File: src/rtl/ppm_encoder.sv
// ppm_encoder: multi-channel PPM pulse-train generator.
// Each frame has NUM_CH slots followed by a final marker and sync gap.
// Every slot starts with a marker pulse that is P cycles wide.
// Slot lengths come from channel values captured at frame cycle 0.
// All outputs are registered, and timing is exact in clock cycles.
module ppm_encoder #(
  parameter int NUM_CH     = 4,
  parameter int CLK_PER_US = 50,
  parameter int PULSE_US   = 300,
  parameter int BASE_US    = 1000,
  parameter int MAX_VAL    = 1000,
  parameter int FRAME_US   = 20000
) (
  input  logic                 clk,
  input  logic                 RST,
  input  logic                 en,
  input  logic [12*NUM_CH-1:0] ch,
  output logic                 ppm,
  output logic                 frame_start,
  output logic [2:0]           chan_idx
);

  localparam int     P     = PULSE_US * CLK_PER_US;
  localparam int     F     = FRAME_US * CLK_PER_US;
  localparam longint WORST = longint'(NUM_CH) * longint'(BASE_US + MAX_VAL) * longint'(CLK_PER_US)
                             + longint'(P);
  // Counter width covers the whole frame, so slot arithmetic never wraps.
  localparam int     CW    = $clog2(F + 1);

  // Reject parameter sets whose longest possible pulse train does not fit in a frame.
  generate
    if (longint'(F) <= WORST) begin : g_bad_frame
      $error("ppm_encoder: FRAME_US too short for NUM_CH slots at MAX_VAL plus final marker");
    end
    if (NUM_CH < 1 || NUM_CH > 7) begin : g_bad_num_ch
      $error("ppm_encoder: NUM_CH must be in 1..7");
    end
  endgenerate

  typedef enum logic [1:0] {IDLE, SLOT, SYNC} state_t;

  state_t        state_reg;
  logic [CW-1:0] fc_reg;        // frame cycle, 0..F-1
  logic [CW-1:0] ic_reg;        // cycles elapsed inside current slot / sync phase
  logic [2:0]    k_reg;         // current slot index, NUM_CH during sync
  logic [CW-1:0] slen_reg [8];  // shadowed slot lengths in cycles
  logic [CW-1:0] slen_new [8];  // slot lengths computed from live channel inputs

  logic slot_end;
  logic frame_end;

  // Clamp each live channel value and convert it to a slot length in cycles.
  // Unused entries stay at zero, so k_reg can index the array without a range guard.
  generate
    for (genvar gi = 0; gi < 8; gi++) begin : g_slen
      if (gi < NUM_CH) begin : g_used
        logic [11:0] v;
        logic [11:0] v_clamped;
        assign v         = ch[12*gi +: 12];
        assign v_clamped = (v > 12'(MAX_VAL)) ? 12'(MAX_VAL) : v;
        assign slen_new[gi] = CW'(BASE_US * CLK_PER_US) + CW'(v_clamped) * CW'(CLK_PER_US);
      end else begin : g_unused
        assign slen_new[gi] = '0;
      end
    end
  endgenerate

  assign slot_end  = (ic_reg == slen_reg[k_reg] - CW'(1));
  assign frame_end = (fc_reg == CW'(F - 1));

  // Frame sequencer: computes next-cycle state and registers all outputs together.
  always_ff @(posedge clk) begin
    if (RST) begin
      state_reg   <= IDLE;
      fc_reg      <= '0;
      ic_reg      <= '0;
      k_reg       <= '0;
      ppm         <= 1'b0;
      frame_start <= 1'b0;
      chan_idx    <= '0;
      for (int i = 0; i < 8; i++) slen_reg[i] <= '0;
    end else begin
      frame_start <= 1'b0;
      if (state_reg == IDLE || frame_end) begin
        // Frame boundary: this is the only place where en is sampled.
        fc_reg   <= '0;
        ic_reg   <= '0;
        k_reg    <= '0;
        chan_idx <= '0;
        if (en) begin
          state_reg   <= SLOT;
          ppm         <= 1'b1;
          frame_start <= 1'b1;
          for (int i = 0; i < 8; i++) slen_reg[i] <= slen_new[i];
        end else begin
          state_reg <= IDLE;
          ppm       <= 1'b0;
        end
      end else if (state_reg == SLOT && slot_end) begin
        // Slot boundary: move to the next slot and start its marker on the next cycle.
        fc_reg   <= fc_reg + CW'(1);
        ic_reg   <= '0;
        ppm      <= 1'b1;
        k_reg    <= k_reg + 3'd1;
        chan_idx <= k_reg + 3'd1;
        if (k_reg == 3'(NUM_CH - 1)) state_reg <= SYNC;
      end else begin
        fc_reg <= fc_reg + CW'(1);
        ic_reg <= ic_reg + CW'(1);
        ppm    <= (ic_reg < CW'(P - 1));
      end
    end
  end

endmodule

File: config.mk
export PLATFORM = sky130hd
export DESIGN_NAME = ppm_encoder
export DESIGN_NICKNAME = d
export VERILOG_FILES = /design/src/rtl/ppm_encoder.sv
export SDC_FILE = /design/constraint.sdc
export NUM_CORES = 1
export LEC_CHECK = 0
export ABC_AREA = 1
export CORE_UTILIZATION = 38
export CTS_CLUSTER_SIZE = 10
export DETAILED_ROUTE_END_ITERATION = 12
export GPL_TIMING_DRIVEN = 0
export PLACE_DENSITY = 0.6
export SYNTH_ARGS = -nofsm -noshare
export SYNTH_HDL_FRONTEND = slang
export SYNTH_SLANG_ARGS = --single-unit
File: constraint.sdc
create_clock -name clk -period 8.45 [get_ports clk]
set_input_delay 2.535 -clock clk [delete_from_list [all_inputs] [get_ports clk]]
set_output_delay 2.535 -clock clk [all_outputs]
set_load 0.01 [all_outputs]
==> impl_summary.md <==
Outcome
The flow ran to the end, and the final reports show no timing, DRC or antenna violations.

Critical path
The peak fanout along the critical path is 10. The critical path endpoint category is a flop. For the worst setup path, the data arrival time is 7170 ps. STA puts the critical path data required time at 8630 ps. The worst-path cell with the longest stage delay is fa_1. The critical path's most frequent cell is nor2_1. The endpoint identified for the worst register-to-register timing path is slen_reg[1][7].

On the worst path, the slowest cell contributes a delay of 490 ps. The worst register-to-register path begins at fc_reg[0]. The setup check on the worst reg-to-reg path leaves a slack of 5040 ps. For the worst flop-to-flop path, the logic depth is 11. The worst setup path is of the input port to flop kind.

The nature of the critical path startpoint is an input port.

Detailed routing
The detailed-routing iteration count for the pre-antenna-repair pass is 5. The detailed-route DRC error count is 0. The total length of routed wires is 27.4 mm. The remaining antenna violation count after routing is 0. The detailed router finished its first iteration with 532 violations. The routed layout has 10500 vias. After detailed routing, the average wire length per cell comes to 12.4 um. Dividing the detail-routed via count by the number of cells gives 4.73.

Finish
The multi-input combinational cells in the finished layout cover a total of 7670 um^2. At the end of the flow, the number of nets in the layout was 2045. Across the whole layout, storage elements account for 3160 um^2. The layout cell share with drive strength beyond 1 is 5.36%. The number of fill cells is 3256. The number of flip-flops under the largest register name is 72. The finished layout cell area is 14000 um^2. The number of antenna diodes in the final layout is 0. Compared with the post-synthesis result, the final layout area differs by 14.5%.

Yosys
In the synthesized netlist, the number of instances is 1697. The commonest cells after synthesis are nand2_1 (342), inv_1 (341), nor2_1 (189). Summing every instance area after synthesis gives 12200 um^2. The post-synthesis cell type with the largest combined area is ha_1.

The mean cell area of the mapped netlist is 7.19 um^2. After synthesis, the largest area contributor takes up 17.7% of total cell area. Yosys mapped the design onto 48 distinct sky130hd cell types. The async set-or-reset flop fraction in the synthesized netlist is 0%. In the post-synthesis netlist, the biggest area contributors are ha_1 (18%), edfxtp_1 (18%), nand2_1 (11%). Counting flops and latches in the post-synthesis netlist gives 122.

The number of enable flip-flop cells after synthesis is 72. Summing the sequential cell areas from Yosys gives 25.9% of the chip area. The number of warnings reported in the yosys synthesis log is 0. Among all cell types in the netlist, the one instantiated most often is nand2_1. The predominant post-synthesis flop cell is edfxtp_1.

STA
The timing-limited maximum frequency is 0.143 GHz. Headroom to the max-slew limit came out at 32.2%. The measured slew at the worst slew-check pin is 1010 ps.

The post-route clock period utilization is 82.8%. The final count of negative-setup-slack endpoints is 0. Setup total negative slack on the finished layout was measured at 0 ps. Setup repair after global routing left no endpoint under its margin. The final critical path time including I/O delays and setup is 6990 ps. Clock skew on the completed layout was measured at 12.6 ps.

The max-slew violation total from the final report is 0. The number of hold-slack violations in the final timing report is 0.

Place
The placer's final routability congestion estimate is 0.901. The HPWL after detailed placement is 22.8 mm. The number of port buffers is 55. The placed instances occupy a cell area of 13400 um^2.

Hold path
The type of the tightest min-delay check is flop to flop. In this run the most critical hold path is launched from ic_reg[18]. The endpoint of the worst hold path is ic_reg[18]. The hold-critical path depth is 2.

Power
The worst-case IR drop observed on VDD is 109 uV. The static leakage is 7.02 nW. Power spread over the standard cell area amounts to 184 nW/um^2.

Floorplanning
The floorplan step set the die height to 181 um. The floorplan step defined a core boundary enclosing 31600 um^2. The I/O pin total is 56. The die covers 32800 um^2. For this configuration, the core starts out at a cell density of 38.7%. The die outline width is 181 um. The floorplan has 65 rows.

GRT
The pin count of the biggest net entering global routing is 73. The global-route usage over all layers is 17.5%. The total overflow left after global routing is 0. The number of antenna violations at the first check in global routing is 0. The number of global-route vias before repair is 9925. The first global-routing pass estimated 46.6 mm of wire.

Clock network
The H-tree generated during clock tree synthesis spans 4 levels. In this run, CTS created clock tree buffers numbering 17. CTS saw 122 sinks. The setup fix buffers added after clock tree synthesis is 0. After clock tree synthesis, the repair step resized 0 gates. The TritonCTS clock tree is yes. The clock transition at the registers of the reported paths is 60 ps. The insertion delay to the later sink of the worst-skew pair is 420 ps. The clock root buffer is clkbuf_16. The maximum root-to-sink buffer count is 2.

The hold-fix buffer count after cts is 0.

Flow run
The number of violations of the max-capacitance limit is 0.
## cell type report
type                    count  share of cell area, %
clock buffers              18                   3.07
well taps                 402                   3.60
repair buffers             55                   3.94
plain buffers              27                   1.27
inverters                 343                   9.26
flip-flops and latches    122                   22.6
clock inverters            14                   1.33
multi-input cells        1231                   54.9
## logic make-up after synthesis
group                      share of synthesized area, %
xor gates and xnor gates                           5.38
buffers and inverters                              12.1
DFF                                                25.9
other                                            0.0615
adders and majority gates                          21.7
AOI/OAI and AO/OA                                  7.90
and+or+nand+nor                                    27.0
## per-layer routing
metal / up-vias / track usage [%] / share of wire, %
li1: 5599 / - / -
met1: 4723 / 22.7 / 48
met2: 122 / 30.6 / 48
met3: 16 / 2.50 / 2.7
met4: 0 / 3.69 / 0.81
met5: - / 0 / 0
## worst max-delay path by stage
stage | from | end | slack (ps)
6_report | ch[25] | slen_reg[2][16] | 1460
5_1_grt | ch[36] | slen_reg[3][17] | 940
4_1_cts | ch[25] | slen_reg[2][17] | 1440
3_5_place_dp | ch[25] | slen_reg[2][17] | 1010
3_3_place_gp | ch[36] | slen_reg[3][17] | 1060
2_1_floorplan | ch[25] | slen_reg[2][17] | 2010
## cells in the final DEF, fill, tap and decap left out, types with 4 or more instances in the layout
cell type | Yosys | routed
inv_1 | 341 | 341
nand2_1 | 342 | 341
nor2_1 | 189 | 189
ha_1 | 173 | 173
nand3_1 | 112 | 112
a21oi_1 | 102 | 102
edfxtp_1 | 72 | 72
xor2_1 | 61 | 61
clkdlybuf4s50_1 | 0 | 55
dfxtp_1 | 50 | 50
o21ai_0 | 43 | 43
conb_1 | 2 | 28
nor3_1 | 24 | 24
fa_1 | 24 | 24
nand4_1 | 22 | 22
clkbuf_16 | 0 | 17
xnor2_1 | 14 | 14
clkbuf_1 | 12 | 13
or2_2 | 13 | 13
nor2_2 | 13 | 13
nand2_2 | 11 | 11
buf_6 | 7 | 7
o211ai_1 | 7 | 7
nor2_4 | 7 | 7
a31oi_1 | 6 | 6
nor4_1 | 6 | 6
inv_6 | 0 | 5
o2111ai_1 | 4 | 4
a21o_1 | 4 | 4
nor3b_1 | 4 | 4
## worst max-delay path, delay by kind of cell
kind,cells,cell delay [ps]
AO/OA/AOI/OAI,4,800
XOR/XNOR,1,150
AND/OR/NAND/NOR,13,1270
buffers and inverters,5,970
adder cells (fa/ha/maj),4,1460
## power breakdown
group	total [mW]	switching (mW)	internal [mW]
logic	1.08	0.689	0.393
clock network	0.761	0.289	0.472
registers	0.723	0.0194	0.704
## per-stage QoR
stage | power, mW | util (%) | hold slack, ps | setup slack [ps] | std cells
2_1_floorplan | 1.58 | - | 430 | 2010 | 1723
3_3_place_gp | 1.80 | 42.3 | 448 | 1060 | 2180
3_5_place_dp | 1.82 | 42.4 | 457 | 1010 | 2180
4_1_cts | 2.59 | 44.3 | 468 | 1440 | 2212
5_1_grt | 2.79 | 44.3 | 499 | 937 | 2212
6_report | 2.57 | 44.3 | 459 | 1460 | 2212
Note: power is estimated with default switching activity, not from simulation.
